`src/rtl/channelizer_pkg.sv`:
```
// Shared channelizer constants: FSM state encoding and default mask.
// Imported by the channel-select controller and its mask shadow.
package channelizer_pkg;

  localparam logic ST_WAIT_SYNC = 1'b0;
  localparam logic ST_RUN       = 1'b1;

  typedef enum logic {
    S_WAIT_SYNC = ST_WAIT_SYNC,
    S_RUN       = ST_RUN
  } state_e;

  localparam int unsigned      CH_N            = 8;
  localparam logic [CH_N-1:0]  CH_DEFAULT_MASK = '1;

endpackage

```
`src/rtl/mask_shadow.sv`:
```
// Double-buffered channel mask: pending/active/cfg_pending.
// Ports: apply, cfg_we, cfg_mask in; eff_mask, active_mask, cfg_pending out.
module mask_shadow
  import channelizer_pkg::*;
#(
  parameter int          N            = 8,
  parameter logic [N-1:0] DEFAULT_MASK = {N{1'b1}}
) (
  input  logic         clk,
  input  logic         rst_n,
  input  logic         apply,
  input  logic         cfg_we,
  input  logic [N-1:0] cfg_mask,
  output logic [N-1:0] eff_mask,
  output logic [N-1:0] active_mask,
  output logic         cfg_pending
);

  logic [N-1:0] r_pending_mask;
  logic [N-1:0] r_active_mask;
  logic         r_pending;

  // Mask used for this cycle's keep decision; a write coincident
  // with apply bypasses the pending buffer.
  always_comb begin
    eff_mask = r_active_mask;
    if (apply) begin
      if (cfg_we)         eff_mask = cfg_mask;
      else if (r_pending) eff_mask = r_pending_mask;
    end
  end

  always_ff @(posedge clk or negedge rst_n) begin
    if (!rst_n) begin
      r_pending_mask <= '0;
      r_active_mask  <= DEFAULT_MASK;
      r_pending      <= 1'b0;
    end else if (apply) begin
      r_active_mask  <= eff_mask;
      r_pending      <= 1'b0;
    end else if (cfg_we) begin
      r_pending_mask <= cfg_mask;
      r_pending      <= 1'b1;
    end
  end

  assign active_mask = r_active_mask;
  assign cfg_pending = r_pending;

endmodule

```
`src/rtl/channel_select_ctrl.sv`:
```
// Channel tracking, frame-alignment check, mask-based keep and tagging.
// In: sample/nd/m/first, cfg_mask/we, err_clr. Out: kept sample+tags, status.
module channel_select_ctrl
  import channelizer_pkg::*;
#(
  parameter int           N            = 8,
  parameter int           LOGN         = 3,
  parameter int           WDTH         = 32,
  parameter int           MWDTH        = 1,
  parameter logic [N-1:0] DEFAULT_MASK = {N{1'b1}},
  parameter int           FCWDTH       = 16
) (
  input  logic              clk,
  input  logic              rst_n,
  input  logic [WDTH-1:0]   in_data,
  input  logic              in_nd,
  input  logic [MWDTH-1:0]  in_m,
  input  logic              in_first,
  input  logic [N-1:0]      cfg_mask,
  input  logic              cfg_we,
  input  logic              err_clr,
  output logic [WDTH-1:0]   out_data,
  output logic              out_nd,
  output logic [MWDTH-1:0]  out_m,
  output logic [LOGN-1:0]   out_channel,
  output logic              out_first_kept,
  output logic              cfg_pending,
  output logic              error,
  output logic [FCWDTH-1:0] frame_count
);

  localparam logic [LOGN-1:0] LAST = LOGN'(N-1);
  localparam logic [LOGN-1:0] ONE  = LOGN'(1);

  state_e            r_state;
  state_e            w_state_nxt;
  logic [LOGN-1:0]   r_chan;
  logic [LOGN-1:0]   w_chan_nxt;
  logic [LOGN-1:0]   w_idx;
  logic              w_proc;
  logic              w_mis;
  logic              w_apply;
  logic              w_keep;
  logic              w_first_kept;
  logic              r_seen;
  logic [N-1:0]      w_eff_mask;
  logic [N-1:0]      w_active_mask;

  logic [WDTH-1:0]   r_out_data;
  logic              r_out_nd;
  logic [MWDTH-1:0]  r_out_m;
  logic [LOGN-1:0]   r_out_channel;
  logic              r_out_fk;
  logic              r_err;
  logic [FCWDTH-1:0] r_fc;

  always_ff @(posedge clk or negedge rst_n) begin
    if (!rst_n) begin
      r_state <= S_WAIT_SYNC;
      r_chan  <= '0;
    end else begin
      r_state <= w_state_nxt;
      r_chan  <= w_chan_nxt;
    end
  end

  always_comb begin
    w_state_nxt = r_state;
    w_chan_nxt  = r_chan;
    w_idx       = r_chan;
    w_proc      = 1'b0;
    w_mis       = 1'b0;
    if (in_nd) begin
      unique case (r_state)
        S_WAIT_SYNC: begin
          if (in_first) begin
            w_proc      = 1'b1;
            w_idx       = '0;
            w_chan_nxt  = ONE;
            w_state_nxt = S_RUN;
          end
        end
        S_RUN: begin
          if (in_first) begin
            // Resync: treat as channel 0 whatever chan was.
            w_proc     = 1'b1;
            w_idx      = '0;
            w_chan_nxt = ONE;
            w_mis      = (r_chan != '0);
          end else if (r_chan == '0) begin
            w_mis       = 1'b1;
            w_state_nxt = S_WAIT_SYNC;
          end else begin
            w_proc     = 1'b1;
            w_chan_nxt = r_chan + ONE;
          end
        end
        default: ;
      endcase
    end
  end

  assign w_apply = w_proc && (w_idx == '0);
  assign w_keep  = w_proc && w_eff_mask[w_idx];
  assign w_first_kept = w_keep && (w_apply || !r_seen);

  mask_shadow #(
    .N            (N),
    .DEFAULT_MASK (DEFAULT_MASK)
  ) u_mask (
    .clk         (clk),
    .rst_n       (rst_n),
    .apply       (w_apply),
    .cfg_we      (cfg_we),
    .cfg_mask    (cfg_mask),
    .eff_mask    (w_eff_mask),
    .active_mask (w_active_mask),
    .cfg_pending (cfg_pending)
  );

  always_ff @(posedge clk or negedge rst_n) begin
    if (!rst_n) begin
      r_out_data    <= '0;
      r_out_nd      <= 1'b0;
      r_out_m       <= '0;
      r_out_channel <= '0;
      r_out_fk      <= 1'b0;
      r_seen        <= 1'b0;
      r_err         <= 1'b0;
      r_fc          <= '0;
    end else begin
      r_out_nd <= w_keep;
      r_out_fk <= w_first_kept;
      if (w_keep) begin
        r_out_data    <= in_data;
        r_out_m       <= in_m;
        r_out_channel <= w_idx;
      end
      if (w_proc)
        r_seen <= w_apply ? w_keep : (r_seen | w_keep);
      r_err <= w_mis | (r_err & ~err_clr);
      if (w_proc && r_state == S_RUN && w_idx == LAST)
        r_fc <= r_fc + FCWDTH'(1);
    end
  end

  assign out_data       = r_out_data;
  assign out_nd         = r_out_nd;
  assign out_m          = r_out_m;
  assign out_channel    = r_out_channel;
  assign out_first_kept = r_out_fk;
  assign error          = r_err;
  assign frame_count    = r_fc;

endmodule

```
`config.mk`:
```
export PLATFORM = sky130hd
export DESIGN_NAME = channel_select_ctrl
export DESIGN_NICKNAME = d
export VERILOG_FILES = /design/src/rtl/channelizer_pkg.sv /design/src/rtl/mask_shadow.sv /design/src/rtl/channel_select_ctrl.sv
export SDC_FILE = /design/constraint.sdc
export NUM_CORES = 1
export LEC_CHECK = 0
export CORE_ASPECT_RATIO = 1.4
export CORE_UTILIZATION = 47
export CTS_CLUSTER_SIZE = 25
export DETAILED_ROUTE_END_ITERATION = 10
export PLACE_DENSITY = 0.79
export SYNTH_ARGS = -nofsm -noshare
export SYNTH_HDL_FRONTEND = slang
export SYNTH_SLANG_ARGS = --single-unit
```
`constraint.sdc`:
```
create_clock -name clk -period 4.08 [get_ports clk]
set_clock_uncertainty 0.1 [all_clocks]
set_input_delay 0.612 -clock clk [delete_from_list [all_inputs] [get_ports clk]]
set_output_delay 0.612 -clock clk [all_outputs]
set_load 0.02 [all_outputs]
```
==> metrics.csv, run 1 <==
stage,metric,value,unit
floorplanning,die_w,75.4,um
final_layout,nets,433,
sta,hold_viol,0,
global_route,busiest_layer,met2,
clocking,cts_buffers,9,
clocking,clk_pin_slew_worst_paths,90,ps
drt,num_vias,2565,
clocking,clock_latency,360,ps
setup_path,worst_path_largest_cell_delay,590,ps
global_route,grt_pass1_vias,2669,
place,port_buffers,102,
setup_path,slowest_stage,a2111oi_0,
sta,holdWs,286,ps
drt,wirelength,8080,um
synth,ys.warnings.count,0,
clocking,cts_setup_buffers,0,
flow_run,maxCapViolations,0,
global_route,grt_use_total,0.223,
global_route,grt_pass1_wl,12900,um
synth,netlist_top_cells_area,"dfrtp_1, mux2_4, dfstp_2",
synth,syn_inst,274,
synth,synth_cell_type_count,50,
place,hpwl,5850,um
setup_path,cp_num_buf_inv,2,
clocking,cts.sinks,77,
synth,synth_nets,325,
synth,async_reset_ff_frac,1.00,
synth,ys_seq_area_frac,0.546,
global_route,met2_usage,0.367,
final_layout,layout-drive-gt1-share,0.212,
global_route,met1_usage,0.255,
worst_hold_path,hp-class,in2async,
synth,synth_edf_count,0,
final_layout,diodes,0,
drt,final_antenna_net_count,0,
setup_path,path_cells,inv_1 > ha_1 > nor2b_1 > ha_1 > nand3b_1 > o221ai_1 > a2111oi_0 > o211ai_2 > nand2_4 > buf_12 > mux2_4,
drt,wl_per_cell,16.7,um
global_route,met3_usage,0.0530,
synth,post-synth-top-area-cell,dfrtp_1,
floorplanning,core-area,7310,um2
synth,yosysTopAreaCellShare,0.487,
final_layout,fin_cells,484,
setup_path,cp_max_fo,26,
floorplanning,rows,37,
drt,drtIter0Drc,151,
sta,tightest_slew,949,ps
final_layout,areaGrowthSynthToFinish,37.4,%
drt,viasPerCell,5.30,
sta,rsz0062_at_grt,false,
clocking,h-tree-depth,3,
power,power.leakage,0.00211,uW
drt,dr.pass1.iters,4,
setup_path,arrival,3700,ps
sta,finalMaxSlewViolations,0,
sta,setup_viol,0,
synth,synth_ff_type,dfrtp_1,
setup_path,worstPathRequired,4230,ps
clocking,cts_tree,built,
sta,fin_crit,3550,ps
setup_path,start_kind,register,
place,gp_congestion,0.850,
clocking,max-clock-path-buffers,2,
clocking,cts_hold_buf,0,
synth,syn_avg_cell_area,12.9,um2
setup_path,cpMostUsedCell,ha_1,
place,numPlacedInstances,468,
power,ir_drop,0.327,mV
status,status,"finished, final reports clean",
setup_path,crit_type,reg2reg,
final_layout,post-route-util,0.666,
floorplanning,start_util,0.485,
sta,fmax,0.281,GHz
clocking,cts_root_buffer,clkbuf_8,
global_route,grt_max_degree,78,
drt,route.detailed.drc,0,
power,power_density,716,nW/um2
synth,syn_area,3540,um2
sta,tns,0,ps
sta,relSlewSlack,0.367,
floorplanning,io-pin-count,103,
setup_path,critPathTopFamily,compound AO/OA/AOI/OAI gates,
floorplanning,fp.dieH,105,um
global_route,antenna_found_initial,0,
sta,fin_crit_sh,0.871,
clocking,cts_resized,0,
setup_path,crit_path_end_kind,register,
synth,synth-seq-cells,77,
floorplanning,die-area,7900,um2
global_route,grt-ovfl-total,0,
-- kinds of logic after synthesis --
kind of cell / share of synthesized area
flip-flops: 0.546
AND/OR/NAND/NOR: 0.0911
multiplexers: 0.188
AO/OA/AOI/OAI: 0.0953
buffers and inverters: 0.0282
XOR/XNOR: 0.0371
adder cells (fa/ha/maj): 0.0141
-- worst reg2reg max path, delay by kind of cell (launching register included) --
kind	cells	cell delay [ps]
AO/OA/AOI/OAI	3	1040
adder cells (fa/ha/maj)	2	390
buffers and inverters	2	420
flip-flops	1	480
multiplexers	1	350
AND/OR/NAND/NOR	3	670
-- power breakdown --
part / internal [uW] / switching, uW / leakage (uW)
registers: 1080 / 217 / 0.000939
clock network: 291 / 305 / 0.000101
logic: 879 / 720 / 0.00107
total: 2250 / 1240 / 0.00211
-- final timing paths --
kind / start / endpoint / slack (ps) / depth (start not counted)
worst min register to register: frame_count[15] / frame_count[15] / 390 / 1
worst min-delay path: rst_n / out_data[5] / 290 / 1
worst max register to register: r_chan[0] / out_data[25] / 530 / 11
worst max-delay path: r_chan[0] / out_data[25] / 530 / 11
max in group asynchronous: rst_n / frame_count[6] / 2970 / 1
min in group clk: frame_count[15] / frame_count[15] / 390 / 1
-- per-layer routing --
layer / vias to the layer above / wire (um)
met3: 25 / 405
met2: 94 / 4310
met4: 0 / 289
li1: 1186 / -
met1: 1260 / 3080
met5: - / 0
-- placed cells by master (no fill, tap or decap), drive strengths merged, types with 6 or more instances in the layout --
master	netlist	final
clkbuf	5	9
dfstp	8	8
xnor2	10	10
inv	8	11
mux2	45	45
o21ai	13	13
clkdlybuf4s50	0	101
dfrtp	69	69
nor2	12	12
buf	5	6
nand2	25	25
-- area by class of cell --
| class | count | area [um2] |
|---|---|---|
| Fill cell | 589 | 2440 |
| Clock buffer | 9 | 124 |
| Timing Repair Buffer | 107 | 1070 |
| Clock inverter | 7 | 81.3 |
| Sequential cell | 77 | 1940 |
| Tap cell | 97 | 121 |
| Inverter | 8 | 30.0 |
| Multi-Input combinational cell | 179 | 1510 |
-- per-stage QoR --
stage	total power, uW	worst slack [ps]	instance area, um2
floorplan	2260	1140	3540
global placement	2830	570	4660
detailed placement	2900	479	4660
CTS	3510	573	4870
global route	3670	216	4870
finish	3490	527	4870
-- flip-flops by register name, summed over array words and instances, names as in the netlist --
name,flops
u_mask.cfg_pending,1
out_channel,3
out_nd,1
r_seen,1
r_state,1
out_data,32
error,1
r_chan,3
out_m,1
u_mask.r_pending_mask,8
out_first_kept,1
u_mask.active_mask,8
frame_count,16
-- synth_stat cells, types with 4 or more instances --
master    instances
xor2_1            5
dfstp_2           8
ha_1              4
nor2b_1           4
mux2_4           29
dfrtp_1          69
a22oi_1           4
a21oi_1           5
nand2_1          24
o21ai_0          13
clkbuf_1          4
inv_1             8
nor2_1           12
xnor2_1          10
and3_1            5
mux2i_1           5
nand3_1           5
mux2_2           16
and2_1            5
No activity file was read; power rests on OpenSTA's default activity.
==> inputs of run 2 (changes only) <==
CORE_UTILIZATION = 35   (was 47)
CTS_CLUSTER_DIAMETER = 30   (was unset)
PLACE_DENSITY = unset   (was 0.79)
==> run 2 against run 1 <==
- clock power up 32%
- cell area increased by 2.8%
- worst setup slack gained 96 ps
- non-clock buffer count stayed put
- critical endpoint is now out_data[8]
- largest cell class unchanged
- highest routed layer unchanged
==> metrics.csv, run 2 (synthesis gave the netlist of run 1 again) <==
stage,metric,value,unit,change
drt,wirelength,7840,um,-2.9%
drt,dr.pass1.iters,4,,unchanged
sta,tightest_slew,971,ps,+21.8 ps
sta,fin_crit,3460,ps,-95.9 ps
setup_path,critPathTopFamily,compound AO/OA/AOI/OAI gates,,
clocking,cts_resized,0,,unchanged
floorplanning,start_util,0.358,,-0.127
setup_path,slowest_stage,dfrtp_1,,
final_layout,areaGrowthSynthToFinish,41.2,%,
worst_hold_path,hp-class,in2async,,
setup_path,worstPathRequired,4200,ps,-30 ps
setup_path,cp_num_buf_inv,2,,unchanged
clocking,cts_tree,built,,
clocking,clock_latency,330,ps,-30 ps
status,status,"finished, final reports clean",,
sta,fin_crit_sh,0.847,,-0.0235
power,ir_drop,0.339,mV,+3.8%
global_route,grt_max_degree,78,,unchanged
flow_run,maxCapViolations,0,,unchanged
drt,wl_per_cell,15.0,um,-10%
sta,rsz0062_at_grt,false,,
place,hpwl,5680,um,-2.9%
floorplanning,die_w,87.1,um,+15%
setup_path,start_kind,register,,
clocking,h-tree-depth,3,,unchanged
place,gp_congestion,0.808,,-4.9%
final_layout,final_common_cell,clkdlybuf4s50_1,,
setup_path,cpMostUsedCell,ha_1,,
drt,viasPerCell,4.79,,-9.7%
clocking,cts.sinks,77,,unchanged
floorplanning,fp.dieH,121,um,+16%
clocking,cts_hold_buf,0,,unchanged
sta,finalMaxSlewViolations,0,,unchanged
global_route,met2_usage,0.268,,-0.0991
final_layout,final_cell_mix,"clkdlybuf4s50_1, dfrtp_1, mux2_4",,
final_layout,fin_cells,522,,+7.9%
sta,hold_viol,0,,unchanged
global_route,grt-ovfl-total,0,,unchanged
floorplanning,rows,43,,+16%
clocking,clk_pin_slew_worst_paths,60,ps,-30 ps
floorplanning,die-area,10500,um2,+33%
drt,final_antenna_net_count,0,,unchanged
power,power_density,729,nW/um2,+1.9%
sta,relSlewSlack,0.353,,-0.0146
place,numPlacedInstances,506,,+8.1%
clocking,max-clock-path-buffers,2,,unchanged
setup_path,crit_type,reg2reg,,
setup_path,cp_max_fo,15,,-42%
setup_path,worst_path_largest_cell_delay,490,ps,-100 ps
global_route,grt_pass1_wl,12700,um,-1.5%
sta,holdWs,318,ps,+31.7 ps
place,port_buffers,102,,unchanged
sta,setup_viol,0,,unchanged
place,placed_area,4710,um2,+1.0%
global_route,met3_usage,0.0279,,-0.0251
setup_path,arrival,3580,ps,-120 ps
drt,num_vias,2498,,-2.6%
global_route,grt_use_total,0.160,,-0.0632
final_layout,diodes,0,,unchanged
global_route,busiest_layer,met2,,
floorplanning,core-area,9900,um2,+35%
final_layout,fin_area,5000,um2,+2.8%
drt,drtIter0Drc,63,,-58%
setup_path,r2r_cells,11,,unchanged
drt,route.detailed.drc,0,,unchanged
floorplanning,io-pin-count,103,,unchanged
clocking,cts_root_buffer,clkbuf_16,,
clocking,cts_setup_buffers,0,,unchanged
clocking,cts_buffers,9,,unchanged
setup_path,path_cells,inv_1 > ha_1 > nor2b_1 > ha_1 > nand3b_1 > o22a_4 > o311ai_0 > o211ai_2 > nand2_4 > buf_4 > mux2_4,,
final_layout,layout-drive-gt1-share,0.209,,-0.00258
power,power.leakage,0.00214,uW,+1.8%
sta,tns,0,ps,unchanged
global_route,antenna_found_initial,0,,unchanged
setup_path,crit_cells,11,,unchanged
final_layout,nets,433,,unchanged
sta,fmax,0.289,GHz,+2.8%
global_route,grt_pass1_vias,2561,,-4.0%
final_layout,largest_reg_flops,32,,unchanged
setup_path,crit_path_end_kind,register,,
global_route,met1_usage,0.186,,-0.0690
-- run 2: changes by cell type in the layout (fill, tap and decap cells not counted), sizes merged --
cell / change
inv: -3
clkinv: +1
clkinvlp: +1
clkbuf: +1
-- run 2: per-stage QoR --
| step | util | setup slack (ps) | total power [uW] |
|---|---|---|---|
| floorplan | - | 1140 | 2260 |
| global placement | 0.476 | 468 | 2860 |
| detailed placement | 0.476 | 372 | 2890 |
| global route | 0.506 | 330 | 3860 |
| finish | 0.506 | 623 | 3650 |
| CTS | 0.506 | 610 | 3690 |
-- run 2: worst register-to-register path, delay by kind of cell, from the launching register on --
family | cells | cell delay, ps
buffers and inverters | 2 | 390
and+or+nand+nor | 3 | 670
adders and majority gates | 2 | 420
muxes | 1 | 320
DFF | 1 | 490
AOI/OAI and AO/OA | 3 | 950
-- run 2: layout make-up --
class,instances,area (um2)
fill,926,4890
inverter,8,30.0
multi-input combinational,179,1510
timing repair buffer,107,1070
clock inverter,6,63.8
sequential,77,1940
tap,135,169
clock buffer,10,229
-- run 2: where the power goes --
part | switching, uW | total, uW | internal, uW
Sequential | 209 | 1290 | 1080
Clock | 311 | 784 | 472
Combinational | 698 | 1580 | 883
Total | 1220 | 3650 | 2430
-- run 2: metal layers --
| layer | wire length [um] | up-vias |
|---|---|---|
| met5 | 0 | - |
| met4 | 313 | 0 |
| met3 | 307 | 20 |
| met2 | 3970 | 75 |
| met1 | 3250 | 1211 |
| li1 | - | 1192 |
-- run 2: final timing paths --
path / slack [ps] / from / to
setup / recovery: 620 / r_chan[1] / out_data[8]
hold / removal: 320 / rst_n / u_mask.r_pending_mask[6]
setup reg to reg: 620 / r_chan[1] / out_data[8]
hold reg to reg: 360 / frame_count[15] / frame_count[15]
max in group asynchronous: 2910 / rst_n / frame_count[5]
min in group clk: 360 / frame_count[15] / frame_count[15]
==> inputs of run 3 (changes only) <==
clock period = 3.4 ns   (was 4.08 ns; I/O delays follow)
==> run 3 against run 2 <==
- sequential power increased by 17%
- power increased by 25%
- core utilization increased by 1.3 points
- critical path depth unchanged
- fmax increased by 11%
- clock power increased by 33%
- first-iteration DRC count increased by 46%
- die area unchanged
- wire length increased by 3.3%
- highest routed layer unchanged
- combinational power increased by 28%
==> metrics.csv, run 3 (synthesis gave the netlist of run 1 again) <==
stage,metric,value,unit,change
global_route,grt_use_total,0.163,,+0.00274
sta,setup_viol,0,,unchanged
setup_path,start_kind,register,,
sta,fmax,0.322,GHz,+11%
clocking,cts_root_buffer,clkbuf_16,,
sta,relSlewSlack,0.360,,+0.00706
floorplanning,die_w,87.1,um,unchanged
clocking,h-tree-depth,3,,unchanged
clocking,clk_pin_slew_worst_paths,60,ps,about the same
setup_path,r2r_cells,11,,unchanged
setup_path,cp_max_fo,9,,-6
setup_path,worstPathRequired,3520,ps,-680 ps
sta,tightest_slew,960,ps,-10.6 ps
power,power_density,890,nW/um2,+22%
final_layout,areaGrowthSynthToFinish,44.9,%,
drt,route.detailed.drc,0,,unchanged
sta,fin_crit_sh,0.914,,+0.0670
floorplanning,die-area,10500,um2,unchanged
final_layout,nFillCells,917,,-0.97%
drt,viasPerCell,4.77,,-0.29%
setup_path,crit_type,reg2reg,,
setup_path,crit_cells,11,,unchanged
clocking,cts_hold_buf,0,,unchanged
final_layout,final_common_cell,clkdlybuf4s50_1,,
floorplanning,core-area,9900,um2,unchanged
final_layout,fin_cells,534,,+2.3%
place,numPlacedInstances,518,,+2.4%
worst_hold_path,hp-class,in2async,,
drt,dr.pass1.iters,4,,unchanged
place,hpwl,5850,um,+3.0%
power,ir_drop,0.334,mV,-1.5%
setup_path,critPathTopFamily,compound AO/OA/AOI/OAI gates,,
drt,wirelength,8100,um,+3.3%
sta,hold_viol,0,,unchanged
final_layout,diodes,0,,unchanged
drt,num_vias,2548,,+2.0%
setup_path,cp_num_buf_inv,2,,unchanged
clocking,cts.sinks,77,,unchanged
global_route,grt_pass1_wl,12700,um,-0.33%
floorplanning,fp.dieH,121,um,unchanged
sta,holdWs,219,ps,-98.5 ps
global_route,grt_pass1_vias,2576,,+0.59%
clocking,cts_setup_buffers,0,,unchanged
sta,tns,0,ps,unchanged
status,status,"finished, final reports clean",,
clocking,max-clock-path-buffers,2,,unchanged
floorplanning,rows,43,,unchanged
place,port_buffers,102,,unchanged
place,gp_congestion,0.824,,+2.0%
sta,rsz0062_at_grt,false,,
final_layout,largest_reg_flops,32,,unchanged
setup_path,worst_path_largest_cell_delay,510,ps,+20 ps
clocking,cts_buffers,9,,unchanged
setup_path,path_cells,inv_1 > ha_1 > nor2b_1 > ha_1 > nand3b_1 > o221ai_1 > a2111oi_1 > o211ai_2 > nand2_4 > buf_4 > mux2_4,,
global_route,grt-ovfl-total,0,,unchanged
setup_path,cpMostUsedCell,ha_1,,
floorplanning,start_util,0.358,,unchanged
clocking,cts_resized,0,,unchanged
global_route,antenna_found_initial,0,,unchanged
sta,setup_slack,291,ps,-332 ps
flow_run,maxCapViolations,0,,unchanged
sta,fin_crit,3110,ps,-348 ps
global_route,grt_max_degree,78,,unchanged
drt,wl_per_cell,15.2,um,+0.98%
setup_path,slowest_stage,a2111oi_1,,
power,power.leakage,0.00223,uW,+3.8%
place,pre_cts_slack,5.09,ps,-367 ps
final_layout,post-route-util,0.519,,+0.0134
clocking,clock_latency,340,ps,about the same
drt,drtIter0Drc,92,,+46%
floorplanning,io-pin-count,103,,unchanged
sta,finalMaxSlewViolations,0,,unchanged
clocking,cts_tree,built,,
final_layout,layout-drive-gt1-share,0.236,,+0.0263
final_layout,final_cell_mix,"clkdlybuf4s50_1, dfrtp_1, mux2_4",,
final_layout,nets,445,,+2.8%
drt,final_antenna_net_count,0,,unchanged
setup_path,crit_path_end_kind,register,,
setup_path,arrival,3230,ps,-350 ps
## run 3: layer usage
layer  global-route usage  wire (um)
met3               0.0435        389
met2                0.269       4220
met5                    0          0
met1                0.189       3270
met4               0.0906        221
## run 3: layout make-up
class                   instances  area (um2)  share of cell area
well taps                     135         169              0.0329
inverters                       8        30.0             0.00585
clock inverters                 7        96.3              0.0188
repair buffers                119        1170               0.228
multi-input cells             179        1510               0.294
clock buffers                   9         225              0.0438
flip-flops and latches         77        1940               0.377
## run 3: report_power, final
part / switching [uW] / total [uW] / internal [uW] / leakage (uW)
clock network: 391 / 1040 / 646 / 0.000160
registers: 215 / 1510 / 1290 / 0.000939
logic: 901 / 2030 / 1130 / 0.00113
total: 1510 / 4570 / 3070 / 0.00223
## run 3: final timing paths
kind                                 start                       end  slack, ps
max in group asynchronous            rst_n                 r_chan[0]       2350
max reg2reg                      r_chan[1]              out_data[21]        290
max                              r_chan[1]              out_data[21]        290
min reg2reg                frame_count[15]           frame_count[15]        370
min                                  rst_n  u_mask.r_pending_mask[2]        220
min in group clk           frame_count[15]           frame_count[15]        370
## run 3: through the flow
step                power (uW)  cell area [um2]
floorplan                 2710             3540
global placement          3520             4810
detailed placement        3560             4810
CTS                       4630             5140
global route              4810             5140
finish                    4570             5140
## run 3: worst register-to-register path, cell delays in order (launching register included)
cell and delay (ps):
dfrtp_1 380, inv_1 110, ha_1 170, nor2b_1 210
ha_1 210, nand3b_1 200, o221ai_1 160, a2111oi_1 510
o211ai_2 210, nand2_4 220, buf_4 220, mux2_4 310
